===== src/rtl/draw_arb_pkg.sv =====
// Shared definitions for the draw-engine arbiter and the controllers that
// feed it: FSM state encoding and default payload widths.
package draw_arb_pkg;

    // Arbiter FSM states
    typedef enum logic [1:0] {
        S_IDLE = 2'd0,
        S_DRAW = 2'd1,
        S_GAP  = 2'd2
    } draw_state_t;

    // Default payload widths shared with the score, hook and object controllers
    localparam int DEF_X_W    = 9;
    localparam int DEF_Y_W    = 8;
    localparam int DEF_TYPE_W = 5;

    // Legal requester count range
    localparam int MIN_REQ = 2;
    localparam int MAX_REQ = 8;

    // Width of an index into n entries (at least one bit)
    function automatic int idx_width(input int n);
        return (n <= 2) ? 1 : $clog2(n);
    endfunction

endpackage


===== src/rtl/draw_request_arbiter_picker.sv =====
// Round-robin priority picker: returns the first set request bit found by
// scanning ptr, ptr+1, ... and wrapping at N_REQ. Purely combinational.
module rr_priority_picker
    import draw_arb_pkg::*;
#(
    parameter int N_REQ = 4,
    parameter int IDX_W = idx_width(N_REQ)
) (
    input  logic [N_REQ-1:0] req,
    input  logic [IDX_W-1:0] ptr,
    output logic             valid,
    output logic [N_REQ-1:0] grant_oh,
    output logic [IDX_W-1:0] grant_idx
);

    // Candidate index and request bit for each scan offset from ptr
    logic [IDX_W-1:0] cand_idx [N_REQ];
    logic [N_REQ-1:0] cand_hit;

    genvar gi;
    generate
        for (gi = 0; gi < N_REQ; gi++) begin : g_cand
            logic [IDX_W:0] sum;
            // One extra bit so ptr+offset cannot overflow before the wrap
            assign sum           = {1'b0, ptr} + (IDX_W + 1)'(gi);
            assign cand_idx[gi]  = (sum >= (IDX_W + 1)'(N_REQ))
                                 ? IDX_W'(sum - (IDX_W + 1)'(N_REQ))
                                 : sum[IDX_W-1:0];
            assign cand_hit[gi]  = req[cand_idx[gi]];
        end
    endgenerate

    // Smallest offset with a pending request wins
    always_comb begin
        valid     = 1'b0;
        grant_idx = '0;
        for (int k = N_REQ - 1; k >= 0; k--) begin
            if (cand_hit[k]) begin
                valid     = 1'b1;
                grant_idx = cand_idx[k];
            end
        end
        grant_oh = valid ? (N_REQ'(1) << grant_idx) : '0;
    end

endmodule


===== src/rtl/draw_request_arbiter.sv =====
// Shares one object-drawing engine between N_REQ requesters. Grants round
// robin, latches the granted payload for the whole draw, routes the engine's
// done back to the granted requester only, and force-releases the engine if
// done never arrives within TIMEOUT cycles.
module draw_request_arbiter
    import draw_arb_pkg::*;
#(
    parameter int N_REQ   = 4,
    parameter int X_W     = DEF_X_W,
    parameter int Y_W     = DEF_Y_W,
    parameter int TYPE_W  = DEF_TYPE_W,
    parameter int TIMEOUT = 4096,
    localparam int IDX_W  = $clog2(N_REQ)
) (
    input  logic                    clk,
    input  logic                    resetn,
    input  logic [N_REQ-1:0]        req_start,
    input  logic [N_REQ*X_W-1:0]    req_x,
    input  logic [N_REQ*Y_W-1:0]    req_y,
    input  logic [N_REQ*TYPE_W-1:0] req_type,
    output logic [N_REQ-1:0]        req_done,
    output logic                    draw_start,
    output logic [X_W-1:0]          draw_x,
    output logic [Y_W-1:0]          draw_y,
    output logic [TYPE_W-1:0]       draw_type,
    input  logic                    draw_done,
    output logic [IDX_W-1:0]        grant_id,
    output logic                    busy,
    output logic                    timeout_err
);

    localparam int               TMO_W    = $clog2(TIMEOUT);
    localparam logic [TMO_W-1:0] TMO_LAST = TMO_W'(TIMEOUT - 1);

    // Reject unsupported configurations at elaboration
    generate
        if (N_REQ < MIN_REQ || N_REQ > MAX_REQ) begin : g_bad_n_req
            $error("draw_request_arbiter: N_REQ must be in 2..8");
        end
        if (TIMEOUT < 2) begin : g_bad_timeout
            $error("draw_request_arbiter: TIMEOUT must be at least 2");
        end
    endgenerate

    draw_state_t      state_reg;
    logic [IDX_W-1:0] ptr_reg;
    logic [TMO_W-1:0] tmo_cnt_reg;
    logic [N_REQ-1:0] grant_oh_reg;

    logic             pick_valid;
    logic [N_REQ-1:0] pick_oh;
    logic [IDX_W-1:0] pick_idx;
    logic [IDX_W-1:0] ptr_next;

    // Unpacked views of the packed per-requester payload buses
    logic [X_W-1:0]    x_arr    [N_REQ];
    logic [Y_W-1:0]    y_arr    [N_REQ];
    logic [TYPE_W-1:0] type_arr [N_REQ];

    genvar gi;
    generate
        for (gi = 0; gi < N_REQ; gi++) begin : g_unpack
            assign x_arr[gi]    = req_x[gi*X_W +: X_W];
            assign y_arr[gi]    = req_y[gi*Y_W +: Y_W];
            assign type_arr[gi] = req_type[gi*TYPE_W +: TYPE_W];
        end
    endgenerate

    rr_priority_picker #(
        .N_REQ (N_REQ),
        .IDX_W (IDX_W)
    ) u_picker (
        .req       (req_start),
        .ptr       (ptr_reg),
        .valid     (pick_valid),
        .grant_oh  (pick_oh),
        .grant_idx (pick_idx)
    );

    // Priority moves to the requester just after the one being served
    assign ptr_next = (grant_id == IDX_W'(N_REQ - 1)) ? '0 : grant_id + 1'b1;

    // Arbiter FSM with payload latch and done watchdog; all outputs registered
    always_ff @(posedge clk or negedge resetn) begin
        if (!resetn) begin
            state_reg    <= S_IDLE;
            ptr_reg      <= '0;
            tmo_cnt_reg  <= '0;
            grant_oh_reg <= '0;
            grant_id     <= '0;
            req_done     <= '0;
            draw_start   <= 1'b0;
            draw_x       <= '0;
            draw_y       <= '0;
            draw_type    <= '0;
            busy         <= 1'b0;
            timeout_err  <= 1'b0;
        end else begin
            req_done <= '0;
            case (state_reg)
                S_IDLE: begin
                    if (pick_valid) begin
                        grant_id     <= pick_idx;
                        grant_oh_reg <= pick_oh;
                        draw_x       <= x_arr[pick_idx];
                        draw_y       <= y_arr[pick_idx];
                        draw_type    <= type_arr[pick_idx];
                        draw_start   <= 1'b1;
                        busy         <= 1'b1;
                        tmo_cnt_reg  <= '0;
                        state_reg    <= S_DRAW;
                    end
                end
                S_DRAW: begin
                    tmo_cnt_reg <= tmo_cnt_reg + 1'b1;
                    // Engine finished, or it is presumed stuck: release it either way
                    if (draw_done || tmo_cnt_reg == TMO_LAST) begin
                        draw_start  <= 1'b0;
                        req_done    <= grant_oh_reg;
                        ptr_reg     <= ptr_next;
                        tmo_cnt_reg <= '0;
                        state_reg   <= S_GAP;
                        if (!draw_done) begin
                            timeout_err <= 1'b1;
                        end
                    end
                end
                S_GAP: begin
                    // draw_start stays low this cycle so the engine re-arms
                    busy      <= 1'b0;
                    state_reg <= S_IDLE;
                end
                default: begin
                    draw_start <= 1'b0;
                    busy       <= 1'b0;
                    state_reg  <= S_IDLE;
                end
            endcase
        end
    end

endmodule


===== config.mk =====
export PLATFORM = sky130hd
export DESIGN_NAME = draw_request_arbiter
export DESIGN_NICKNAME = d
export VERILOG_FILES = /design/src/rtl/draw_arb_pkg.sv /design/src/rtl/draw_request_arbiter_picker.sv /design/src/rtl/draw_request_arbiter.sv
export SDC_FILE = /design/constraint.sdc
export NUM_CORES = 1
export LEC_CHECK = 0
export BUFFER_PORTS_ARGS = -buffer_cell sky130_fd_sc_hd__buf_2
export CAP_MARGIN = 20
export CORE_MARGIN = 3
export CORE_UTILIZATION = 45
export DETAILED_ROUTE_END_ITERATION = 8
export PLACE_DENSITY = 0.77
export SETUP_SLACK_MARGIN = 0.15
export SLEW_MARGIN = 25
export SYNTH_ARGS = -nofsm -noshare
export SYNTH_HDL_FRONTEND = slang
export SYNTH_HIERARCHICAL = 1
export SYNTH_SLANG_ARGS = --single-unit
export TNS_END_PERCENT = 20

===== constraint.sdc =====
create_clock -name clk -period 4.3 [get_ports clk]
set_input_delay 0.86 -clock clk [delete_from_list [all_inputs] [get_ports clk]]
set_output_delay 0.86 -clock clk [all_outputs]
set_load 0.1 [all_outputs]

# After elaboration in Yosys (flattened, before gate mapping)
# Index checks and enable logic that the tools add are counted.
[totals] reg_bits=51 input_bits=95 output_inout_bits=31 wordCells=93
[op_classes] n_addsub=9 n_lt_le_gt_ge=9 eq_ne=6 shift=1 muxes=42 bitwise_logic=4 reduce_logical=10
[op_table] cell="12-bit 2-to-1 mux" count=2
[op_table] cell="12-bit case mux with 2 select lines" count=1
[op_table] cell="2-bit 2-to-1 mux" count=11
[op_table] cell="9-bit binary-select mux with 2-bit select" count=1
[op_table] cell="9-bit 2-to-1 mux" count=2
[op_table] cell="8-bit binary-select mux with 2-bit select" count=1
[op_table] cell="8-bit 2-to-1 mux" count=2
[op_table] cell="12-bit by 1-bit adder with 12-bit output, second input constant" count=1
[op_table] cell="12-bit equality test, second input constant" count=1
[op_table] cell="3-bit greater-or-equal comparator, second input constant" count=4
[op_table] cell="2-bit by 3-bit less-than comparator with 1-bit output, second input constant" count=4
[op_table] cell="5-bit binary-select mux with 2-bit select" count=1
[op_table] cell="1-bit 2-to-1 mux" count=10
[op_table] cell="5-bit 2-to-1 mux" count=2
[op_table] cell="2-bit AND reduction" count=5
[op_table] cell="1-bit binary-select mux with 2-bit select" count=4
[op_table] cell="4-bit 2-to-1 mux" count=2
[op_table] cell="2-bit by 1-bit subtractor with 2-bit output, second input constant" count=4
[op_table] cell="2-bit by 2-bit adder with 3-bit output, second input constant" count=2
[op_table] cell="3-bit AND reduction" count=2
[op_table] cell="2-bit equality test, second input constant" count=2
[op_table] cell="2-bit != test, second input constant" count=2
[op_table] cell="2-bit case mux with 2 select lines" count=1
[op_table] cell="1-bit by 2-bit left shift with 4-bit output, first input constant" count=1
[op_table] cell="11 further kinds" count=13

# Longest topological paths before layout
# Gate-level depths: netlist of run 1.
[depth] depth_word=13 ltp_mapped=8 ltp_nobuf=6

# Hierarchy
# The synthesis of run 1 kept the hierarchy.
[modules_own_cells] module="draw_request_arbiter" instances=1 cells_each=190 area_each_um2=2667.6 seq_area_each_um2=1276.2
[modules_own_cells] module="rr_priority_picker" instances=1 cells_each=29 area_each_um2=182.7 seq_area_each_um2=0.0

# Least setup slack after synthesis of run 1
# OpenSTA, ideal clock, no wires.
[synth_timing] path_kind="in2reg" from="input req_start[3]" to="register draw_type[0]" setup_ns=0.125 t_arrival_ns=2.533 t_required_ns=4.175 setup_slack_ns=1.641 path_stages=7 path_buffers=3 cell_sequence="buf_4 > o21bai_1 > a221oi_2 > buf_2 > buf_2 > mux4_2 > mux2_2"
[synth_between] elab_chain_len=10 elab_cells_between_ends=21 cone_classes="mux (19); bitwise (1); reduce/logical (1)"
[synth_rtl] element="start, declared" line="draw_request_arbiter.sv:17" text="input logic [N_REQ-1:0] req_start,"
[synth_rtl] element="1-bit binary-select mux with 2-bit select" line="draw_request_arbiter_picker.sv:29" text="assign cand_hit[gi] = req[cand_idx[gi]];"
[synth_rtl] element="1-bit 2-to-1 mux (implied by the code)" line="draw_request_arbiter_picker.sv:29"
[synth_rtl] element="2-bit 2-to-1 mux (3 in a row)" line="draw_request_arbiter_picker.sv:38" text="if (cand_hit[k]) begin"
[synth_rtl] element="2-bit 2-to-1 mux (*)" line="draw_request_arbiter_picker.sv:38"
[synth_rtl] element="net pick_idx[0]" line="draw_request_arbiter.sv:52" text="logic [IDX_W-1:0] pick_idx;"
[synth_rtl] element="2-bit NOT with 3-bit output (implied by the code) (*)" line="draw_request_arbiter.sv:107" text="draw_type <= type_arr[pick_idx];"
[synth_rtl] element="5-bit binary-select mux with 2-bit select (*)" line="draw_request_arbiter.sv:107"
[synth_rtl] element="5-bit 2-to-1 mux (implied by the code) (*) (2 in a row)" line="draw_request_arbiter.sv:107"
[synth_rtl] element="end signal, assigned" line="draw_request_arbiter.sv:107"
[synth_rtl] element="end, declared" line="draw_request_arbiter.sv:25" text="output logic [TYPE_W-1:0] draw_type,"
# The timed path passes the listed nets; every way through them passes the cells marked *. The select of a mux whose other input is x is not followed.
# A chain may end at the register's enable or synchronous reset.

# Final worst setup path of run 1
[layout_timing] from="input req_start[3]" to="register draw_type[1]"
# Same word-level chain as after synthesis.

==> results of run 1 <==
-- metrics by stage --
step,cell area (um^2),hold WS (ns),cells
2_1_floorplan,2850,0.449,219
3_3_place_gp,3540,0.441,410
3_5_place_dp,3540,0.455,410
4_1_cts,3660,0.478,418
5_1_grt,3670,0.497,419
6_report,3670,0.471,419
-- final timing paths --
path | from | end | slack [ns] | depth (start not counted)
setup / recovery | req_start[3] | draw_type[1] | 1.84 | 6
hold / removal | timeout_err | timeout_err | 0.47 | 1
setup reg to reg | ptr_reg[1] | draw_type[1] | 1.91 | 6
hold reg to reg | timeout_err | timeout_err | 0.47 | 1
max in group asynchronous | resetn | grant_oh_reg[3] | 3.00 | 2
min in group asynchronous | resetn | draw_x[6] | 0.52 | 1
-- report_power, final --
group	internal, W	total, W	switching, W	leakage (nW)
clock network	0.000192	0.000357	0.000165	0.0618
registers	0.000654	0.000765	0.000111	0.640
logic	0.000553	0.00192	0.00136	1.02
total	0.00140	0.00304	0.00164	1.73
-- placed cells by master, fill, tap and decap left out, types with 3 or more instances in the layout --
cell type	netlist	routed
mux4_2	22	22
nor2_1	10	10
inv_1	4	4
buf_2	7	125
nand4_1	4	4
buf_4	1	3
a21oi_1	5	5
and2_1	5	5
nand2_1	11	11
o21ai_0	12	11
dfrtp_1	51	51
a21o_1	4	4
nor3_1	3	3
nand3_1	7	7
mux2_2	30	30
clkbuf_8	0	6
-- critical path: cells and delay by family --
family | cells | cell delay, ns
AOI/OAI and AO/OA | 2 | 0.35
muxes | 2 | 0.85
buffers and inverters | 2 | 0.59
-- area by class of cell --
type                       instances  area [um^2]  share of cell area [%]
antenna                            1         2.50                  0.0682
clock inverter                     2         38.8                    1.06
tap                               75         93.8                    2.56
multi-input combinational        152         1510                    41.2
sequential                        51         1280                    34.8
inverter                           4         15.0                   0.409
timing repair buffer             128          648                    17.7
clock buffer                       6         82.6                    2.25
-- layer usage --
layer  GRT usage, %  vias to the layer above  part of all wire [%]  wire length, um
met4           7.34                        0                   2.6              183
met2           34.9                       88                    52             3640
met5              0                        -                     0                0
li1               -                     1095                     -                -
met3           6.05                       14                   7.2              508
met1           24.1                     1165                    38             2690
-- kinds of logic after synthesis --
kind of cell               count (synthesis)
muxes                                     52
DFF                                       51
AOI/OAI and AO/OA                         40
and+or+nand+nor                           58
adders and majority gates                  2
buffers and inverters                     16
==> flow_summary.json, run 1 <==
{
  "dominantRegCellSynth": "dfrtp_1",
  "start_util_pct": 47.3,
  "synth_xor_area_share_pct": 0,
  "clkSinkCount": 51,
  "area_delta_synth_final_pct": 28.7,
  "synth_seq_area_share_pct": 44.8,
  "power_w": 0.00304,
  "synth-simple-area-share_pct": 12.1,
  "status": "completed",
  "max_stage_delay_ns": 0.57,
  "max_freq_mhz": 406,
  "worst_pin_slew_ns": 0.789,
  "die_h_um": 85.6,
  "synth_cell_types": 47,
  "grt_pass1_vias": 2402,
  "path_cells": "buf_2 > o21bai_1 > a221oi_4 > buf_4 > mux4_2 > mux2_2",
  "synth.avg_cell_area_um2": 13.0,
  "powerDensity_nw_per_um2": 829,
  "core_um2": 6030,
  "synth_nets": 316,
  "port_buffers": 125,
  "synth_compound_area_share_pct": 10.2,
  "dr.pass1.iters": 4,
  "final_nets": 439,
  "numCtsBuffers": 5,
  "place.gp.congestion": 0.866,
  "ys_warn_count": 6,
  "crit_path_end_kind": "flip-flop",
  "cts_tree": "yes",
  "grt-ovfl-total": 0,
  "synth_top_family_by_area": "multiplexers",
  "hold_viol_final": 0,
  "wl_per_cell_um": 16.8,
  "final.setup.tns_ns": 0,
  "grt_pass1_wl_um": 11500,
  "synth_common_cells": "dfrtp_1, mux2_2, mux4_2",
  "drtIter0Drc": 172,
  "place_ws_ns": 1.37,
  "grt_max_degree": 31,
  "grt_use_total_pct": 20.3,
  "postSynthCellCount": 219,
  "die_area_um2": 7320,
  "synth.area.top_cells": "dfrtp_1, mux4_2, mux2_2",
  "fin_crit_sh_pct": 57.3,
  "maxCapViolCount": 0,
  "relSlewSlack_pct": 47.1,
  "p_leak_nw": 1.73,
  "yosysMostFrequentCell": "dfrtp_1",
  "largest_reg_flops": 12,
  "synth-seq-cells": 51,
  "post_cts_buffers": 0,
  "required_ns": 4.50,
  "synth_edf_count": 0,
  "peakVddDrop_uv": 566,
  "slew_viol_final": 0,
  "setup_viol": 0,
  "cts_root_buffer": "clkbuf_8",
  "cts.repair.resized": 0,
  "ctsHoldBuffers": 0,
  "synth.largest_area_cell": "dfrtp_1",
  "remaining_drc_errors": 0,
  "synthDominantCellAreaShare_pct": 44.8,
  "vias_per_cell": 5.64,
  "cts-htree-levels": 2,
  "clockBufferDepth": 2,
  "rsz0062_at_grt": "false",
  "setup_ws_ns": 1.84,
  "antenna_found_initial": 1,
  "critical_path_class": "input pin to flip-flop",
  "synthAdderAreaFrac_pct": 0.878,
  "drt-total-wl_um": 7030,
  "layout-drive-gt1-share_pct": 57.4,
  "io_pins": 126,
  "hp-class": "flip-flop to flip-flop",
  "place_hpwl_um": 5370,
  "clock_latency_ns": 0.31,
  "worst_path_max_delay_cell": "mux4_2",
  "critical_path.max_fanout": 23,
  "final.min_clock_period_ns": 2.46,
  "clk_pin_slew_ns": 0.10,
  "fillers": 509,
  "die_w_um": 85.6,
  "rows": 28,
  "antenna_left": 0,
  "async_flop_share_pct": 100,
  "synthMuxAreaShare_pct": 29.2,
  "critical_path_arrival_ns": 2.67,
  "vias": 2362,
  "final_core_util_pct": 60.9,
  "clock_skew_ns": 0.00655,
  "syn_area_um2": 2850,
  "startpoint_type": "input pin"
}
Note: power is estimated with default switching activity, not from simulation.
==> run 2: changes to the inputs <==
--- a/config.mk
+++ b/config.mk
@@ -8,7 +8,7 @@
 export BUFFER_PORTS_ARGS = -buffer_cell sky130_fd_sc_hd__buf_2
 export CAP_MARGIN = 20
 export CORE_MARGIN = 3
-export CORE_UTILIZATION = 45
+export CORE_UTILIZATION = 43
 export DETAILED_ROUTE_END_ITERATION = 8
 export PLACE_DENSITY = 0.77
 export SETUP_SLACK_MARGIN = 0.15
==> constraint.sdc (replaced) <==
create_clock -name clk -period 2.1 [get_ports clk]
set_input_delay 0.42 -clock clk [delete_from_list [all_inputs] [get_ports clk]]
set_output_delay 0.42 -clock clk [all_outputs]
set_load 0.1 [all_outputs]
==> run 2 against run 1 <==
Against the previous run:
- via count up 4.5%
- critical path depth increased by 1
- wire length rose by 6.2%
- global-route usage down 1.4 points
- the flow now finishes with violations (setup timing)
- final area up 8.3%
- critical path type is now flip-flop to flip-flop
- register-to-register slack got worse by 2.0 ns
- sequential share of layout area is 2.6 points lower
- clock power increased by 57%
- first-iteration DRC count fell by 34%
- sequential power up 110%
- sequential cell count did not move
==> flow_summary.json, run 2 (synthesis results as in run 1) <==
{
  "violations": "setup timing",
  "hp-class": "input pin to async pin",
  "required_ns": 2.30,
  "worst_pin_slew_ns": 0.566,
  "grt_max_degree": 28,
  "clkSinkCount": 51,
  "max_freq_mhz": 466,
  "intPower_w": 0.00315,
  "vias_per_cell": 5.61,
  "grt-ovfl-total": 0,
  "pwr-share-comb_pct": 67.8,
  "relSlewSlack_pct": 62.3,
  "die_h_um": 87.4,
  "cts_root_buffer": "clkbuf_8",
  "critical_path_class": "flip-flop to flip-flop",
  "clock_skew_ns": 0.0115,
  "fillers": 501,
  "cts_tree": "yes",
  "startpoint_type": "flip-flop",
  "dr.pass1.iters": 4,
  "rows": 29,
  "rsz0062_at_grt": "true",
  "hold_viol_final": 0,
  "switchingPower_w": 0.00351,
  "final_core_util_pct": 62.2,
  "maxCapViolCount": 0,
  "status": "finished with violations",
  "r2r_start": "ptr_reg[0]",
  "grt_use_total_pct": 18.9,
  "clk_pin_slew_ns": 0.10,
  "startpoint": "ptr_reg[0]",
  "ctsHoldBuffers": 0,
  "seq_area_um2": 1280,
  "critical_path.max_fanout": 6,
  "io_pins": 126,
  "place_ws_ns": -0.0527,
  "seqPwrFrac_pct": 23.8,
  "setup_ws_ns": -0.0444,
  "largest_reg_flops": 12,
  "clock_latency_ns": 0.30,
  "final.min_clock_period_ns": 2.14,
  "power_w": 0.00665,
  "vias": 2469,
  "drt-total-wl_um": 7460,
  "place.gp.congestion": 0.788,
  "setup_viol": 18,
  "final_cell_mix": "buf_2, dfrtp_1, mux4_2, mux2_2, buf_4",
  "slew_viol_final": 0,
  "core_um2": 6390,
  "start_util_pct": 44.6,
  "final_nets": 459,
  "place_hpwl_um": 5480,
  "n_antenna_cell": 0,
  "powerDensity_nw_per_um2": 1670,
  "grt_pass1_vias": 2564,
  "p_clk_share_pct": 8.4,
  "layout-drive-gt1-share_pct": 61.4,
  "p_leak_nw": 1.91,
  "fin_crit_sh_pct": 102,
  "numCtsBuffers": 5,
  "sw_frac_of_total_pct": 52.7,
  "critical_path_arrival_ns": 2.34,
  "cts-htree-levels": 2,
  "drtIter0Drc": 114,
  "clockBufferDepth": 2,
  "die_area_um2": 7640,
  "grt_pass1_wl_um": 11400,
  "peakVddDrop_uv": 1130,
  "die_w_um": 87.4,
  "antenna_left": 0,
  "multi_input_area_um2": 1610,
  "port_buffers": 125,
  "antenna_found_initial": 0,
  "layout_commonest_cell": "buf_2",
  "wl_per_cell_um": 17.0,
  "crit_path_end_kind": "flip-flop",
  "area_delta_synth_final_pct": 39.4,
  "remaining_drc_errors": 0
}
run 2: critical path, stage by stage (launching register included):
cell,delay (ns)
dfrtp_1,0.43
nor2_2,0.06
o21bai_4,0.18
a221oi_4,0.29
buf_6,0.16
buf_12,0.13
mux4_2,0.51
mux2_2,0.27
run 2: power groups by stage:
stage                     Combinational, W  Sequential (W)  Clock, W
final                              0.00451         0.00158  0.000560
after detailed placement           0.00415         0.00158         0
after CTS                          0.00416         0.00156  0.000580
after floorplan                    0.00140         0.00350         0
after global placement             0.00408         0.00157         0
after global routing               0.00472         0.00163  0.000624
run 2: area by class of cell:
class,count,area share (%)
clock inverter,3,0.472
inverter,4,0.378
timing repair buffer,148,22.3
multi-input combinational,152,40.5
sequential,51,32.2
clock buffer,5,1.73
tap,77,2.43
run 2: stage by stage:
stage	setup TNS [ns]	instances	cell area [um^2]	hold WS, ns
global route	-2.52	440	3970	0.128
floorplan	0	219	2880	0.124
global placement	-0.0395	425	3680	0.439
finish	-0.535	440	3970	0.105
detailed placement	-0.553	425	3680	0.444
CTS	-0.485	433	3780	0.115
run 2: final timing paths:
check                                       to  slack [ns]  cells past startpoint
worst max-delay path                 draw_y[7]       -0.04                      7
worst min-delay path            tmo_cnt_reg[4]        0.10                      1
worst max register to register       draw_y[7]       -0.04                      7
worst min register to register     timeout_err        0.46                      1
max in group asynchronous       tmo_cnt_reg[0]        1.38                      2
min in group clk                   timeout_err        0.46                      1
run 2: repair_timing:
| action | CTS | global route |
|---|---|---|
| resized for setup | 1 | 25 |
| pin swaps | 0 | 2 |
| endpoints found under the setup margin | 23 | 28 |
| buffers inserted | 0 | 4 |
| cloned | 0 | 3 |
run 2: per-layer routing:
| metal | GRT usage [%] | up-vias | share of wire [%] |
|---|---|---|---|
| li1 | - | 1137 | - |
| met3 | 5.58 | 9 | 7.3 |
| met5 | 0 | - | 0 |
| met1 | 23.0 | 1226 | 38 |
| met4 | 5.58 | 0 | 1.2 |
| met2 | 32.4 | 97 | 53 |
